$ cat src/rtl/dsky_key_pkg.sv
// dsky_key_pkg: shared keycode width, no-key code and debouncer state encoding
package dsky_key_pkg;
  localparam int KEY_W = 5;
  localparam logic [KEY_W-1:0] KEY_NONE = '0;
  typedef enum logic [2:0] {IDLE, PRESS, RUPT, RELEASE, RLSRUPT} key_st_e;
endpackage

$ cat src/rtl/dsky_key_debouncer.sv
// dsky_key_debouncer: per-keyboard debounce FSM, channel register, rupt request and overrun flag
module dsky_key_debouncer
  import dsky_key_pkg::*;
#(
  parameter int DEBOUNCE_TICKS = 4,
  parameter int CNT_W = 3,
  parameter bit RLS_RUPT = 1'b0
) (
  input  logic             clk_i,
  input  logic             rst_i,
  input  logic             jam_i,
  input  logic             tick_i,
  input  logic [KEY_W-1:0] key_i,
  input  logic             ack_i,
  output logic             rupt_o,
  output logic [KEY_W-1:0] ch_o,
  output logic             ovr_o
);
  localparam logic [CNT_W-1:0] LIM = CNT_W'(DEBOUNCE_TICKS);
  key_st_e st_q, st_d;
  logic [CNT_W-1:0] cnt_q, cnt_d, cnt_inc, press_cnt;
  logic [KEY_W-1:0] smp_q, smp_d, ch_q, ch_d;
  logic ovr_q, ovr_d, key_on;
  assign key_on = key_i != KEY_NONE;
  assign cnt_inc = (cnt_q == LIM) ? LIM : cnt_q + 1'b1;
  assign press_cnt = (st_q == PRESS && key_i == smp_q) ? cnt_inc : CNT_W'(1);
  always_comb begin
    st_d = st_q;
    cnt_d = cnt_q;
    smp_d = smp_q;
    ch_d = ch_q;
    ovr_d = ovr_q;
    case (st_q)
      IDLE, PRESS: if (tick_i) begin
        if (!key_on) begin
          st_d = IDLE;
          cnt_d = '0;
        end else begin
          smp_d = key_i;
          cnt_d = press_cnt;
          st_d = (press_cnt == LIM) ? RUPT : PRESS;
          ch_d = (press_cnt == LIM) ? key_i : ch_q;
        end
      end
      RUPT: begin
        ovr_d = ovr_q | (tick_i & key_on & (key_i != ch_q));
        if (ack_i) begin
          st_d = RELEASE;
          cnt_d = '0;
        end
      end
      RELEASE: if (tick_i) begin
        cnt_d = key_on ? '0 : cnt_inc;
        if (!key_on && cnt_inc == LIM) begin
          st_d = RLS_RUPT ? RLSRUPT : IDLE;
          ch_d = RLS_RUPT ? KEY_NONE : ch_q;
          cnt_d = '0;
        end
      end
      RLSRUPT: st_d = ack_i ? IDLE : RLSRUPT;
      default: st_d = IDLE;
    endcase
  end
  // jam clears everything but the channel register, which only a true reset wipes
  always_ff @(posedge clk_i) begin
    if (rst_i || jam_i) begin
      st_q <= IDLE;
      cnt_q <= '0;
      smp_q <= KEY_NONE;
      ovr_q <= 1'b0;
    end else begin
      st_q <= st_d;
      cnt_q <= cnt_d;
      smp_q <= smp_d;
      ovr_q <= ovr_d;
    end
    if (rst_i) ch_q <= KEY_NONE;
    else if (!jam_i) ch_q <= ch_d;
  end
  assign rupt_o = (st_q == RUPT) || (st_q == RLSRUPT);
  assign ch_o = ch_q;
  assign ovr_o = ovr_q;
endmodule

$ cat src/rtl/dsky_key_rupt_source.sv
// dsky_key_rupt_source: two debounced DSKY keyboards raising KYRPT1/KYRPT2.
// DSKY_KEY_RELEASE_RUPT_EN adds a key-release rupt on keyboard 1.
module dsky_key_rupt_source
  import dsky_key_pkg::*;
#(
  parameter int DEBOUNCE_TICKS = 4,
  parameter int CNT_W = 3
) (
  input  logic             CLOCK,
  input  logic             rst,
  input  logic             TICK,
  input  logic             GOJAM,
  input  logic [KEY_W-1:0] KEY1,
  input  logic [KEY_W-1:0] KEY2,
  input  logic             KY1RST,
  input  logic             KY2RST,
  output logic             KYRPT1,
  output logic             KYRPT2,
  output logic [KEY_W-1:0] CH15,
  output logic [KEY_W-1:0] CH16,
  output logic             KOVR1,
  output logic             KOVR2
);
`ifdef DSKY_KEY_RELEASE_RUPT_EN
  localparam bit RLS1 = 1'b1;
`else
  localparam bit RLS1 = 1'b0;
`endif
  logic jam;
  assign jam = rst | GOJAM;
  dsky_key_debouncer #(.DEBOUNCE_TICKS(DEBOUNCE_TICKS), .CNT_W(CNT_W), .RLS_RUPT(RLS1)) u_kb1 (
    .clk_i(CLOCK), .rst_i(rst), .jam_i(jam), .tick_i(TICK), .key_i(KEY1), .ack_i(KY1RST),
    .rupt_o(KYRPT1), .ch_o(CH15), .ovr_o(KOVR1)
  );
  dsky_key_debouncer #(.DEBOUNCE_TICKS(DEBOUNCE_TICKS), .CNT_W(CNT_W), .RLS_RUPT(1'b0)) u_kb2 (
    .clk_i(CLOCK), .rst_i(rst), .jam_i(jam), .tick_i(TICK), .key_i(KEY2), .ack_i(KY2RST),
    .rupt_o(KYRPT2), .ch_o(CH16), .ovr_o(KOVR2)
  );
endmodule

$ cat config.mk
export PLATFORM = sky130hd
export DESIGN_NAME = dsky_key_rupt_source
export DESIGN_NICKNAME = d
export VERILOG_FILES = /design/src/rtl/dsky_key_pkg.sv /design/src/rtl/dsky_key_debouncer.sv /design/src/rtl/dsky_key_rupt_source.sv
export SDC_FILE = /design/constraint.sdc
export NUM_CORES = 1
export LEC_CHECK = 0
export ABC_AREA = 1
export ABC_CLOCK_PERIOD_IN_PS = 1900
export BUFFER_PORTS_ARGS = -buffer_cell sky130_fd_sc_hd__buf_2
export CORE_AREA = 2 2 70 72
export CTS_BUF_LIST = sky130_fd_sc_hd__clkbuf_16
export DETAILED_ROUTE_END_ITERATION = 16
export DIE_AREA = 0 0 72 74
export PLACE_DENSITY_LB_ADDON = 0.08
export RECOVER_POWER = 100
export REMOVE_ABC_BUFFERS = 1
export SYNTH_ARGS = -nofsm -noshare
export SYNTH_HDL_FRONTEND = slang
export SYNTH_SLANG_ARGS = --single-unit
$ cat constraint.sdc
create_clock -name CLOCK -period 1.9 [get_ports CLOCK]
set_input_delay 0 -clock CLOCK [delete_from_list [all_inputs] [get_ports CLOCK]]
set_output_delay 0 -clock CLOCK [all_outputs]
set_load 0.05 [all_outputs]
Word-level counts from Yosys, hierarchy flattened
Index checks and enable logic that the tools add are counted.
Widths: inputs -> output; s select.

operators by class
  $add $sub $neg = 2
  eq/ne operators = 26
  multiplexer cells = 34
  bitwise logic cells = 8
  reduce and logical (&&, ||, !) cells = 25

operators with widths
  cell                 count
  $mux 3               28
  $eq 3x3->1 const B   8
  $pmux 3 s4           2
  $pmux 3 s3           2
  $reduce_and 4->1     4
  $eq 3x2->1 const B   4
  $ne 2x2->1 const B   6
  $eq 5x5->1           2
  $ne 5x5->1           2
  $reduce_and 5->1     2
  $reduce_bool 5->1    2
  $add 3x1->3 const B  2
  $eq 3x1->1 const B   2
  $logic_not 3->1      2
  $reduce_and 3->1     2
  $reduce_bool 3->1    2
  $and 1x1->1          4
  $logic_and 1x1->1    4
  $mux 2               2
  $ne 2x1->1 const B   2
  $reduce_or 2->1      2
  $logic_or 1x1->1     3
  $or 1x1->1           3
  $logic_not 1->1      2
  $not 1->1            1

word-level totals
  flip-flop bits (word level) = 34
  input bits = 16
  output and inout port bits = 14
  logic and storage cells = 105

Longest topological paths before layout
  depth after elaboration = 8
  mapped depth = 11
  gate-level depth less buffers = 11

By module
A second synthesis with hierarchy kept.

second synthesis, totals
  cell total of the unflattened synthesis = 357
  area, all modules = 2,247.2 µm²

modules (own cells, without submodules)
  module                      times used  cells an instance  area an instance (µm²)  seq. area each (µm²)
  dsky_key_debouncer (u_kb1)  1           174                1,129.8                 340.3
  dsky_key_debouncer (u_kb2)  1           180                1,106.1                 340.3
  dsky_key_rupt_source        1           3                  11.3                    0.0

Worst setup path before layout
OpenSTA, ideal clock, no wires.

  path kind = register to output
  from = register u_kb2.st_q[1]
  to = output KYRPT2
  arrival time = 1.554 ns
  required time = 1.900 ns
  slack = 0.346 ns
  stages on the path, launching flop included = 4
  path buffers = 0
  path through = dfxtp_1 -> inv_1 -> nand2_1 -> o21ai_0

between the ends
  word-level cells in the longest chain between the ends = 2
  elaborated cells on any way between the ends = 3
  classes of those cells = eq/ne: 2; reduce/logical: 1

ends and longest elaborated chain
  what                                      line                        source
  start: declaration                        dsky_key_debouncer.sv:20    key_st_e st_q, st_d;
  start signal: assignment                  dsky_key_debouncer.sv:72    st_q <= st_d;
  $eq 3x2->1 or $eq 3x3->1 (tied branches)  dsky_key_debouncer.sv:80    assign rupt_o = (st_q == RUPT) || (st_q == RLSRUPT);
  $logic_or 1x1->1 *                        dsky_key_debouncer.sv:80
  end: declaration                          dsky_key_rupt_source.sv:18  output logic KYRPT2,

Mark *: on every way between the ends. The rest lies on a longest branch, timed or not.

Worst setup path after layout
  from = register u_kb1.st_q[2]
  to = register u_kb1.ch_q[4], in the netlist u_kb1.ch_o[4]

between the ends
  word-level cells in the longest chain between the ends = 5
  elaborated cells on any way between the ends = 7
  classes of those cells = eq/ne: 2; mux: 1; reduce/logical: 4

ends and longest elaborated chain
  what                          line                                                source
  start: declaration            dsky_key_debouncer.sv:20
  start signal: assignment      dsky_key_debouncer.sv:72
  $eq 3x1->1                    dsky_key_debouncer.sv:26, dsky_key_debouncer.sv:33
  $logic_and 1x1->1             dsky_key_debouncer.sv:26                            assign press_cnt = (st_q == PRESS && key_i == smp_q) ? cnt_inc : CNT_W'(1);
  $mux 3                        dsky_key_debouncer.sv:26
  $eq 3x3->1                    dsky_key_debouncer.sv:42                            ch_d = (press_cnt == LIM) ? key_i : ch_q;
  $reduce_and 5->1 (no line) *  n/a
  end signal: assignment        dsky_key_debouncer.sv:78                            else if (!jam_i) ch_q <= ch_d;
  end: declaration              dsky_key_debouncer.sv:22                            logic [KEY_W-1:0] smp_q, smp_d, ch_q, ch_d;

Marked as above.
A chain may end at the register's enable or synchronous reset.

==> parameters.txt <==
Parameter                              Value

Placed design
  DP HPWL    ~3.7 mm
  Post-placement setup slack    0.2465 ns
  Quantity of I/O buffers inserted on ports    29
  Routability cong.    0.8558
  Number of cells after detailed placement    414
  Placed Instance Area    around 2400 sq um

Worst setup path
  Buffer and inverter count on the worst path    0
  Critical path arrival    1.94 ns
  Endpoint class of the critical path    register
  Category of the worst setup path launch point    register
  Required arrival time at the worst endpoint    2.12 ns
  Cell-by-cell trace of the critical path    nor2_1, nand2_4, nor2_1, nand3_1, nor3_4, o21ai_1, nor2_1
  Category of the critical setup timing path    register to register
  Worst path depth    7
  Largest fanout on the critical path    5
  Most numerous cell on the critical path    nor2_1
  Slowest stage cell on the critical path    nor2_1
  Worst path max stage delay    0.38 ns
  Kind of cell adding the most delay to the critical path    simple AND/OR/NAND/NOR gates
  Worst r2r path cells    7

GRT
  Pin count of the biggest net entering global routing    18
  Antenna violations before repair    0
  GR Overflow Total    0
  Via count of the first global-routing pass    1901
  Global-route usage over all layers    20.56%
  First-pass GRT wire length    8.535 mm

Drt
  Total via count in the routed design    2082
  Drt total wl    around 5 mm
  Via count normalized by instance count    4.910
  Mean routed wirelength per cell    11.49 um
  First-pass iteration count of the detailed router    4
  Count of antenna-violating nets left after detailed routing    0
  Remaining routing DRC violations    0
  Initial DRC Count    76

Final layout
  Share of layout cells above drive strength 1    a little under a fifth
  Most frequent cells in the layout    71 x nand2_1, 44 x inv_1, 40 x nor2_1, 34 x dfxtp_1, 23 x a21oi_1
  Design Area, Final    2535 sq um
  Most common cell after layout, fill and taps aside    nand2_1
  Ant. Diodes    0
  Filler cells    469
  Final layout net count    389
  Number of standard cells in the layout, taps in and fillers out    424
  Relative area change from synthesis to final layout    14.01%

Clock network
  Clock-pin transition on the worst setup and hold timing paths    0.06 ns
  Quantity of gates resized following cts    0
  CTS H-Tree Depth    2
  Clock latency at the later pin of the worst-skew pair    0.28 ns
  Count of clock tree sinks    34
  Post-CTS repair timing setup buffer count    0
  Maximum root-to-sink buffer count    2
  CTS tree    done
  Clk root buf    clkbuf_16
  TritonCTS Buffers    5

Die
  Die height    74 um
  Num ports    30
  Initial core utilization    48.35%
  Die X-Extent    72 um
  Die outline area    5328 sq um
  Placeable core region    roughly 4600 sq um
  Site Rows    25

Synth
  Average footprint of a synthesized cell    6.697 sq um
  Seq/Total Area, Yosys    30.61%
  Post-synthesis async set-or-reset flop share    0%
  Number of enable flip-flop cells after synthesis    0
  Adder-cell share of the synthesized area    2.251%
  Number of flip-flops and latches in the synthesized netlist    34
  Simple-Gate Fraction of Synth Area    38.27%
  Gate Count Post-Synth    332
  Combinational family with the most area after synthesis    simple AND/OR/NAND/NOR gates
  Mapped Area    2223 sq um
  Synthesized-area fraction occupied by ao, oa, aoi and oai cells    15.64%
  Mux contribution to synthesized area    0%
  Predominant post-synthesis flop cell    dfxtp_1
  Fraction of synthesized cell area in xor and xnor cells    3.545%
  Number of warnings issued by yosys    0
  Distinct cell type count of the synthesized netlist    34

STA
  Remaining max-slew budget at the tightest pin    ~60%
  Unrepaired setup endpoints after global routing    false
  Setup clock skew after layout    0.003594 ns
  Min cycle time layout    1.722 ns
  Slew at the pin closest to its max-slew limit    0.6151 ns
  Max-slew violation total from the final report    0
  Setup slack after layout    0.1780 ns
  Achievable Freq    580.7 MHz
  Final worst-path cycle share    about nine tenths
  Setup TNS    0 ns
  Total of endpoints with negative setup slack in the final report    0
  Count of final hold-check violations    0

Hold path
  Hold depth    3
  Type of the worst min-delay path    primary input to register

Power
  Cell Pwr Density    699.3 nW/um^2
  Total power    0.001773 W
  IR Drop Worst-Case VDD    between 0.5 and 0.6 mV
  P_leak    1.157 nW

Outcome
  Result of the run    finished clean

Run
  Count of maximum capacitance violations    0
==> per-stage QoR <==
stage	hold WS, ns	util [%]
final	0.01880	55.13
after global routing	0.04363	55.13
after CTS	0.01458	56.33
after detailed placement	0.1981	52.82
after global placement	0.2014	52.82
after floorplan	0.07866	-
==> area by class of cell <==
type                            instances  area (sq um)  area share, %
Clock buffer                            5         125.1          4.936
Sequential cell                        34         680.7          26.85
Multi-Input combinational cell        243          1290          50.89
Tap cell                               54         67.56          2.665
Clock inverter                          3         16.27         0.6417
Timing Repair Buffer                   32         155.1          6.120
Inverter                               53         200.2          7.897
==> cell families (layout without fill, tap and decap cells) <==
| group | Yosys count | in the layout |
|---|---|---|
| flip-flops | 34 | 34 |
| AND/OR/NAND/NOR | 165 | 165 |
| buffers and inverters | 55 | 93 |
| XOR/XNOR | 9 | 9 |
| adder cells (fa/ha/maj) | 4 | 4 |
| AO/OA/AOI/OAI | 65 | 65 |
==> sequential cells by signal, indices dropped and copies added, names as in the netlist <==
register	count
u_kb2.smp_q	5
u_kb1.ch_o	5
u_kb2.cnt_q	3
u_kb1.st_q	3
u_kb2.st_q	3
u_kb2.ovr_o	1
u_kb1.smp_q	5
u_kb2.ch_o	5
u_kb1.ovr_o	1
u_kb1.cnt_q	3
==> where the power goes <==
| part | total (W) | internal, W | switching [W] |
|---|---|---|---|
| logic | 0.000234 | 0.0000789 | 0.000155 |
| clock network | 0.000794 | 0.000478 | 0.000316 |
| registers | 0.000745 | 0.000732 | 0.0000134 |
| total | 0.00177 | 0.00129 | 0.000484 |
==> cells in the mapped netlist (5+ instances only) <==
library cell / count / area (sq um)
xor2_1: 5 / 43.79
nand2_2: 12 / 75.07
nor2_2: 5 / 31.28
nand3_1: 12 / 60.06
inv_1: 42 / 157.7
nand2_1: 69 / 259.0
nor2_4: 9 / 101.4
nor2_1: 38 / 142.6
o21ai_0: 13 / 65.06
inv_2: 10 / 37.54
dfxtp_1: 34 / 680.7
o21ai_1: 21 / 105.1
a21oi_1: 23 / 115.1
==> worst paths after layout <==
check,endpoint,slack (ns),start
min,u_kb1.smp_q[2],0.02,KEY1[2]
max,u_kb1.ch_o[4],0.18,u_kb1.st_q[2]
min reg2reg,u_kb2.ovr_o,0.46,u_kb2.ovr_o
max reg2reg,u_kb1.ch_o[4],0.18,u_kb1.st_q[2]
==> metal layers <==
| metal | vias to the layer above | wire length (um) | track usage, % |
|---|---|---|---|
| li1 | 1132 | - | - |
| met1 | 918 | 2360 | 26.07 |
| met2 | 26 | 2323 | 34.77 |
| met3 | 6 | 121 | 4.201 |
| met4 | 0 | 65 | 7.757 |
| met5 | - | 0 | 0 |
==> worst register-to-register path: cells and delay by family (launching register included) <==
kind,cells,cell delay [ns]
compound gates,1,0.09
simple gates,6,1.22
flops,1,0.35
==> timing repair <==
action	4_1_cts	5_1_grt
hold endpoints to repair	2	0
hold buffers	2	0
setup endpoints to repair	0	0
Power figures use the tool's default switching activity.
